`src/rtl/dou_pack_24_8.sv`:
```
// dou_pack_24_8: packs pairs of signed activation bytes (a, b) into one
// 24-bit signed operand a*2^16 + b, so a single 24x8 multiply against a
// shared weight produces two 16-bit products. Valid/ready on both sides,
// single-entry output register, per-frame count of emitted words.
module dou_pack_24_8 #(
   parameter int CNT_W = 16
) (
   input  logic             clk,
   input  logic             rst,
   input  logic [7:0]       in_data,
   input  logic             in_valid,
   input  logic             in_last,
   output logic             in_ready,
   output logic [23:0]      out_data,
   output logic             out_valid,
   output logic             out_last,
   input  logic             out_ready,
   output logic [CNT_W-1:0] pair_cnt
);

   typedef enum logic [0:0] {
      IDLE   = 1'b0,
      HOLD_A = 1'b1
   } state_t;

   state_t state_q, state_d;

   logic signed [7:0]  in_s;
   logic signed [7:0]  a_p0;
   logic signed [7:0]  word_a;
   logic signed [7:0]  word_b;
   logic               word_last;
   logic               word_fire;
   logic               a_cap;
   logic               in_xfer;
   logic               out_xfer;
   logic signed [23:0] packed_w;

   // Sign-extend both bytes and form a*2^16 + b modulo 2^24; the upper byte
   // absorbs the borrow when b is negative.
   function automatic logic signed [23:0] pack(input logic signed [7:0] a,
                                               input logic signed [7:0] b);
      logic signed [23:0] ax;
      logic signed [23:0] bx;
      ax = {{16{a[7]}}, a};
      bx = {{16{b[7]}}, b};
      return (ax <<< 16) + bx;
   endfunction

   assign in_s     = in_data;
   // A new word may load whenever the register is empty or being drained.
   assign in_ready = !out_valid || out_ready;
   assign in_xfer  = in_valid && in_ready;
   assign out_xfer = out_valid && out_ready;
   assign packed_w = pack(word_a, word_b);

   // State register; reset discards any half-built pair.
   always_ff @(posedge clk or posedge rst) begin
      if (rst) begin
         state_q <= IDLE;
      end else begin
         state_q <= state_d;
      end
   end

   // Next-state decode and selection of the operands for a completed word.
   always_comb begin
      state_d   = state_q;
      word_fire = 1'b0;
      a_cap     = 1'b0;
      word_a    = '0;
      word_b    = '0;
      word_last = 1'b0;
      case (state_q)
         IDLE: begin
            if (in_xfer) begin
               if (in_last) begin
                  // Lone final byte of an odd-length frame pairs with zero.
                  word_fire = 1'b1;
                  word_a    = in_s;
                  word_b    = '0;
                  word_last = 1'b1;
               end else begin
                  a_cap   = 1'b1;
                  state_d = HOLD_A;
               end
            end
         end
         HOLD_A: begin
            if (in_xfer) begin
               word_fire = 1'b1;
               word_a    = a_p0;
               word_b    = in_s;
               word_last = in_last;
               state_d   = IDLE;
            end
         end
         default: begin
            state_d = IDLE;
         end
      endcase
   end

   // Held upper byte; only meaningful while in HOLD_A, so no reset needed.
   always_ff @(posedge clk) begin
      if (a_cap) begin
         a_p0 <= in_s;
      end
   end

   // Output register: reload on a new word (even while draining), else
   // clear valid once the current word has been taken.
   always_ff @(posedge clk or posedge rst) begin
      if (rst) begin
         out_valid <= 1'b0;
         out_data  <= '0;
         out_last  <= 1'b0;
      end else if (word_fire) begin
         out_valid <= 1'b1;
         out_data  <= packed_w;
         out_last  <= word_last;
      end else if (out_xfer) begin
         out_valid <= 1'b0;
      end
   end

   // Per-frame word counter; closing a frame clears it ahead of incrementing.
   always_ff @(posedge clk or posedge rst) begin
      if (rst) begin
         pair_cnt <= '0;
      end else if (out_xfer) begin
         if (out_last) begin
            pair_cnt <= '0;
         end else begin
            pair_cnt <= pair_cnt + 1'b1;
         end
      end
   end

endmodule

```
`config.mk`:
```
export PLATFORM = sky130hd
export DESIGN_NAME = dou_pack_24_8
export DESIGN_NICKNAME = d
export VERILOG_FILES = /design/src/rtl/dou_pack_24_8.sv
export SDC_FILE = /design/constraint.sdc
export NUM_CORES = 1
export LEC_CHECK = 0
export CORE_MARGIN = 5
export CORE_UTILIZATION = 49
export CTS_BUF_LIST = sky130_fd_sc_hd__clkbuf_4 sky130_fd_sc_hd__clkbuf_8 sky130_fd_sc_hd__clkbuf_16
export CTS_CLUSTER_DIAMETER = 120
export DETAILED_ROUTE_END_ITERATION = 6
export GPL_TIMING_DRIVEN = 0
export MAX_ROUTING_LAYER = met4
export PLACE_DENSITY = 0.83
export SYNTH_ARGS = -nofsm -noshare
export SYNTH_HDL_FRONTEND = slang
export SYNTH_SLANG_ARGS = --single-unit
export TNS_END_PERCENT = 50
```
`constraint.sdc`:
```
create_clock -name clk -period 2.8 [get_ports clk]
set_input_delay 0.56 -clock clk [delete_from_list [all_inputs] [get_ports clk]]
set_output_delay 0.56 -clock clk [all_outputs]
set_load 0.05 [all_outputs]
```
==> impl_metrics.env <==
export IMPL_dieArea_um2=5930
export IMPL_path_buf_inv=4
export IMPL_synth_seq_cells=43
export IMPL_critPathTopFamily="compound AO/OA/AOI/OAI gates"
export IMPL_grt_overflow=0
export IMPL_setup_ws_ns=0.120
export IMPL_antenna_left=0
export IMPL_max_stage_delay_ns=0.29
export IMPL_cts_sinks=43
export IMPL_crit_path_start="out_ready"
export IMPL_synth_flop_cell="dfrtp_1"
export IMPL_die_h_um=77.0
export IMPL_hpwl_um=3240
export IMPL_crit_top_cell="o21a_1"
export IMPL_fp_dieW_um=77.0
export IMPL_status="finished clean"
export IMPL_core_area_um2=4350
export IMPL_cts_tree="built"
export IMPL_yosys_warnings=0
export IMPL_cts_buffers=5
export IMPL_whs_ns=0.484
export IMPL_start_util_pct=50.5
export IMPL_critical_path_class="in2reg"
export IMPL_rows=24
export IMPL_dpl_cell_area_um2=2820
export IMPL_firstDrtPassIters=4
export IMPL_place_gp_congestion=0.835
export IMPL_end_kind="register"
export IMPL_drtIter0Drc=101
export IMPL_synth_most_common_cell="dfrtp_1"
export IMPL_cp_max_fo=7
export IMPL_vias=1679
export IMPL_diodes=0
export IMPL_crit_slowest_cell="dlygate4sd2_1"
export IMPL_worstReg2RegStart="state_q$_DFF_PP0_"
export IMPL_path_cells="dlygate4sd2_1 > nand2b_4 > buf_6 > and3_4 > nand2_4 > inv_2 > ha_1 > inv_1 > fa_2 > nor2b_4 > o31a_1 > o21a_1 > o21a_1 > o31ai_2"
export IMPL_synthesis_nets=229
export IMPL_synth_edf_count=8
export IMPL_rsz0062_at_grt="no"
export IMPL_portBuffers=55
export IMPL_peakVddDrop_v=0.000405
export IMPL_holdPathEnd="out_data[20]$_DFFE_PP0P_"
export IMPL_period_share_pct=95.7
export IMPL_max_freq_ghz=0.373
export IMPL_drc_errors=0
export IMPL_slew_headroom_pct=24.1
export IMPL_drt_total_wl_um=4550
export IMPL_antenna_found_initial=0
export IMPL_power_density_nw_per_um2=711
export IMPL_synth_top_cells_by_count="dfrtp_1, nor2_1, nand2_1"
export IMPL_holdPathStages=1
export IMPL_synth_area_leaders="dfrtp_1, edfxtp_1, xor2_1"
export IMPL_r2r_slack_ns=0.36
export IMPL_cts_max_level=2
export IMPL_tightest_slew_ns=1.13
export IMPL_p_leak_nw=1.34
export IMPL_cts_path_max_buffers=2
export IMPL_clock_latency_ns=0.28
export IMPL_synth_cells=207
export IMPL_vias_per_cell=5.21
export IMPL_io_pins=56
export IMPL_slew_viol_final=0
export IMPL_drive_gt1_share_pct=13.7
export IMPL_fin_area_um2=2960
export IMPL_fin_nets=291
export IMPL_syn_to_final_growth_pct=34.4
export IMPL_crit_path_start_kind="input port"
export IMPL_grt_max_degree=36
export IMPL_routedWlPerCell_um=14.1
export IMPL_path_clk_slew_ns=0.08
export IMPL_clock_root_buffer="clkbuf_8"
export IMPL_min_from="out_data[20]$_DFFE_PP0P_"
export IMPL_yosys_area_top_type="dfrtp_1"
export IMPL_dp_slack_ns=-0.621
export IMPL_finalCriticalPeriod_ns=2.68
export IMPL_grt_pass1_wl_um=7740
export IMPL_async_flop_share_pct=81.4
export IMPL_clock_skew_ns=0.00523
export IMPL_synth_cell_type_count=40
export IMPL_arrival_ns=2.88
export IMPL_maxCapViolCount=0
export IMPL_syn_area_per_cell_um2=10.6
export IMPL_finalSetupViolations=0
export IMPL_hold_class="reg2reg"
export IMPL_grt_usage_pct=16.2
export IMPL_syn_area_um2=2200
export IMPL_critPathRequiredTime_ns=3.00
export IMPL_seq_area_frac_synth_pct=50.8
export IMPL_ctsHoldBuffers=0
export IMPL_finalHoldViolCount=0
export IMPL_yosysTopAreaCellShare_pct=39.8
export IMPL_first_global_vias=1628
export IMPL_worst_r2r_path_depth=12
export IMPL_worst_r2r_endpoint="out_data[22]$_DFFE_PP0P_"
how the worst max path moves through the flow:
stage	slack, ns	endpoint	cells after the start
after floorplan	0.03	out_data[22]$_DFFE_PP0P_	14
after global placement	-0.59	out_data[22]$_DFFE_PP0P_	15
after detailed placement	-0.62	out_data[22]$_DFFE_PP0P_	15
after CTS	0.06	out_data[22]$_DFFE_PP0P_	14
after global routing	0.004	out_data[22]$_DFFE_PP0P_	12
final	0.12	out_data[22]$_DFFE_PP0P_	14
cell families (layout without fill, tap and decap cells):
| logic type | Yosys count | in the layout | synth area share (%) |
|---|---|---|---|
| simple gates | 75 | 75 | 18.0 |
| flops | 43 | 43 | 50.8 |
| compound gates | 39 | 39 | 12.5 |
| buf+inv | 22 | 85 | 5.58 |
| xor+xnor | 18 | 18 | 7.17 |
| fa+ha+maj | 9 | 9 | 5.46 |
| mux | 1 | 1 | 0.512 |
metrics by stage:
stage               TNS (ns)  utilization (%)  instances  power, mW
finish                     0             67.9        322       2.10
floorplan                  0                -        207       1.37
detailed placement     -3.55             64.8        314       1.65
global route               0             67.9        322       2.21
CTS                        0             67.4        321       2.11
global placement       -2.92             64.8        314       1.64
registers in the layout (all words and copies together), names as in the netlist:
register / flops
a_p0: 8
out_data: 16
out_last: 1
out_valid: 1
pair_cnt: 16
state_q: 1
power by group:
group          internal, mW  switching (mW)  total [mW]  leakage [nW]
sequential            0.721          0.0701       0.792         0.541
combinational         0.303           0.550       0.853         0.741
clock                 0.261           0.196       0.457        0.0556
layout by cell type, fill, tap and decap left out, drive strengths merged:
cell type / Yosys / routed
mux2: 1 / 1
a22oi: 5 / 5
nand4: 4 / 4
o22ai: 1 / 1
nor2b: 1 / 1
a22o: 7 / 7
nand2b: 1 / 1
nor4: 2 / 2
dfrtp: 35 / 35
and4: 2 / 2
nor2: 26 / 26
bufinv: 0 / 1
clkinv: 0 / 2
a21o: 4 / 4
fa: 1 / 1
xnor2: 6 / 6
or2: 1 / 1
inv: 8 / 8
o21ai: 8 / 8
a21oi: 6 / 6
buf: 11 / 11
and3b: 1 / 1
dlygate4sd2: 0 / 1
and3: 2 / 2
a211oi: 1 / 1
nand3: 6 / 6
clkdlybuf4s50: 0 / 54
o31a: 1 / 1
nand2: 25 / 25
o31ai: 1 / 1
nor3: 4 / 4
ha: 8 / 8
xor2: 12 / 12
o211ai: 1 / 1
o21a: 3 / 3
a31oi: 1 / 1
clkbuf: 3 / 8
edfxtp: 8 / 8
area by class of cell:
| cell class | count | area [µm²] |
|---|---|---|
| multi-input cells | 142 | 990 |
| flip-flops and latches | 43 | 1120 |
| plain buffers | 13 | 88.8 |
| repair buffers | 56 | 557 |
| clock inverters | 3 | 38.8 |
| clock buffers | 5 | 68.8 |
| well taps | 52 | 65.1 |
| fillers | 371 | 1400 |
| inverters | 8 | 30.0 |
worst reg2reg max path, cell delays in order, from the launching register on:
cell	delay [ns]
dfrtp_1	0.48
clkbuf_2	0.26
nor2_1	0.07
a21oi_1	0.12
nor2_1	0.06
ha_1	0.20
inv_1	0.08
fa_2	0.24
nor2b_4	0.05
o31a_1	0.25
o21a_1	0.18
o21a_1	0.17
o31ai_2	0.20
what timing repair did:
action,in CTS,in global routing
pin swaps,0,2
buffers inserted,0,1
setup endpoints to repair,4,1
gates cloned,0,0
resized for setup,5,4
routing by layer:
metal / part of all wire [%] / vias up / global-route usage [%]
met2: 48 / 45 / 26.2
li1: - / 836 / -
met5: 0 / - / -
met3: 4.9 / 6 / 2.46
met4: 1.1 / 0 / 4.81
met1: 46 / 792 / 21.0
Power figures use the tool's default switching activity.
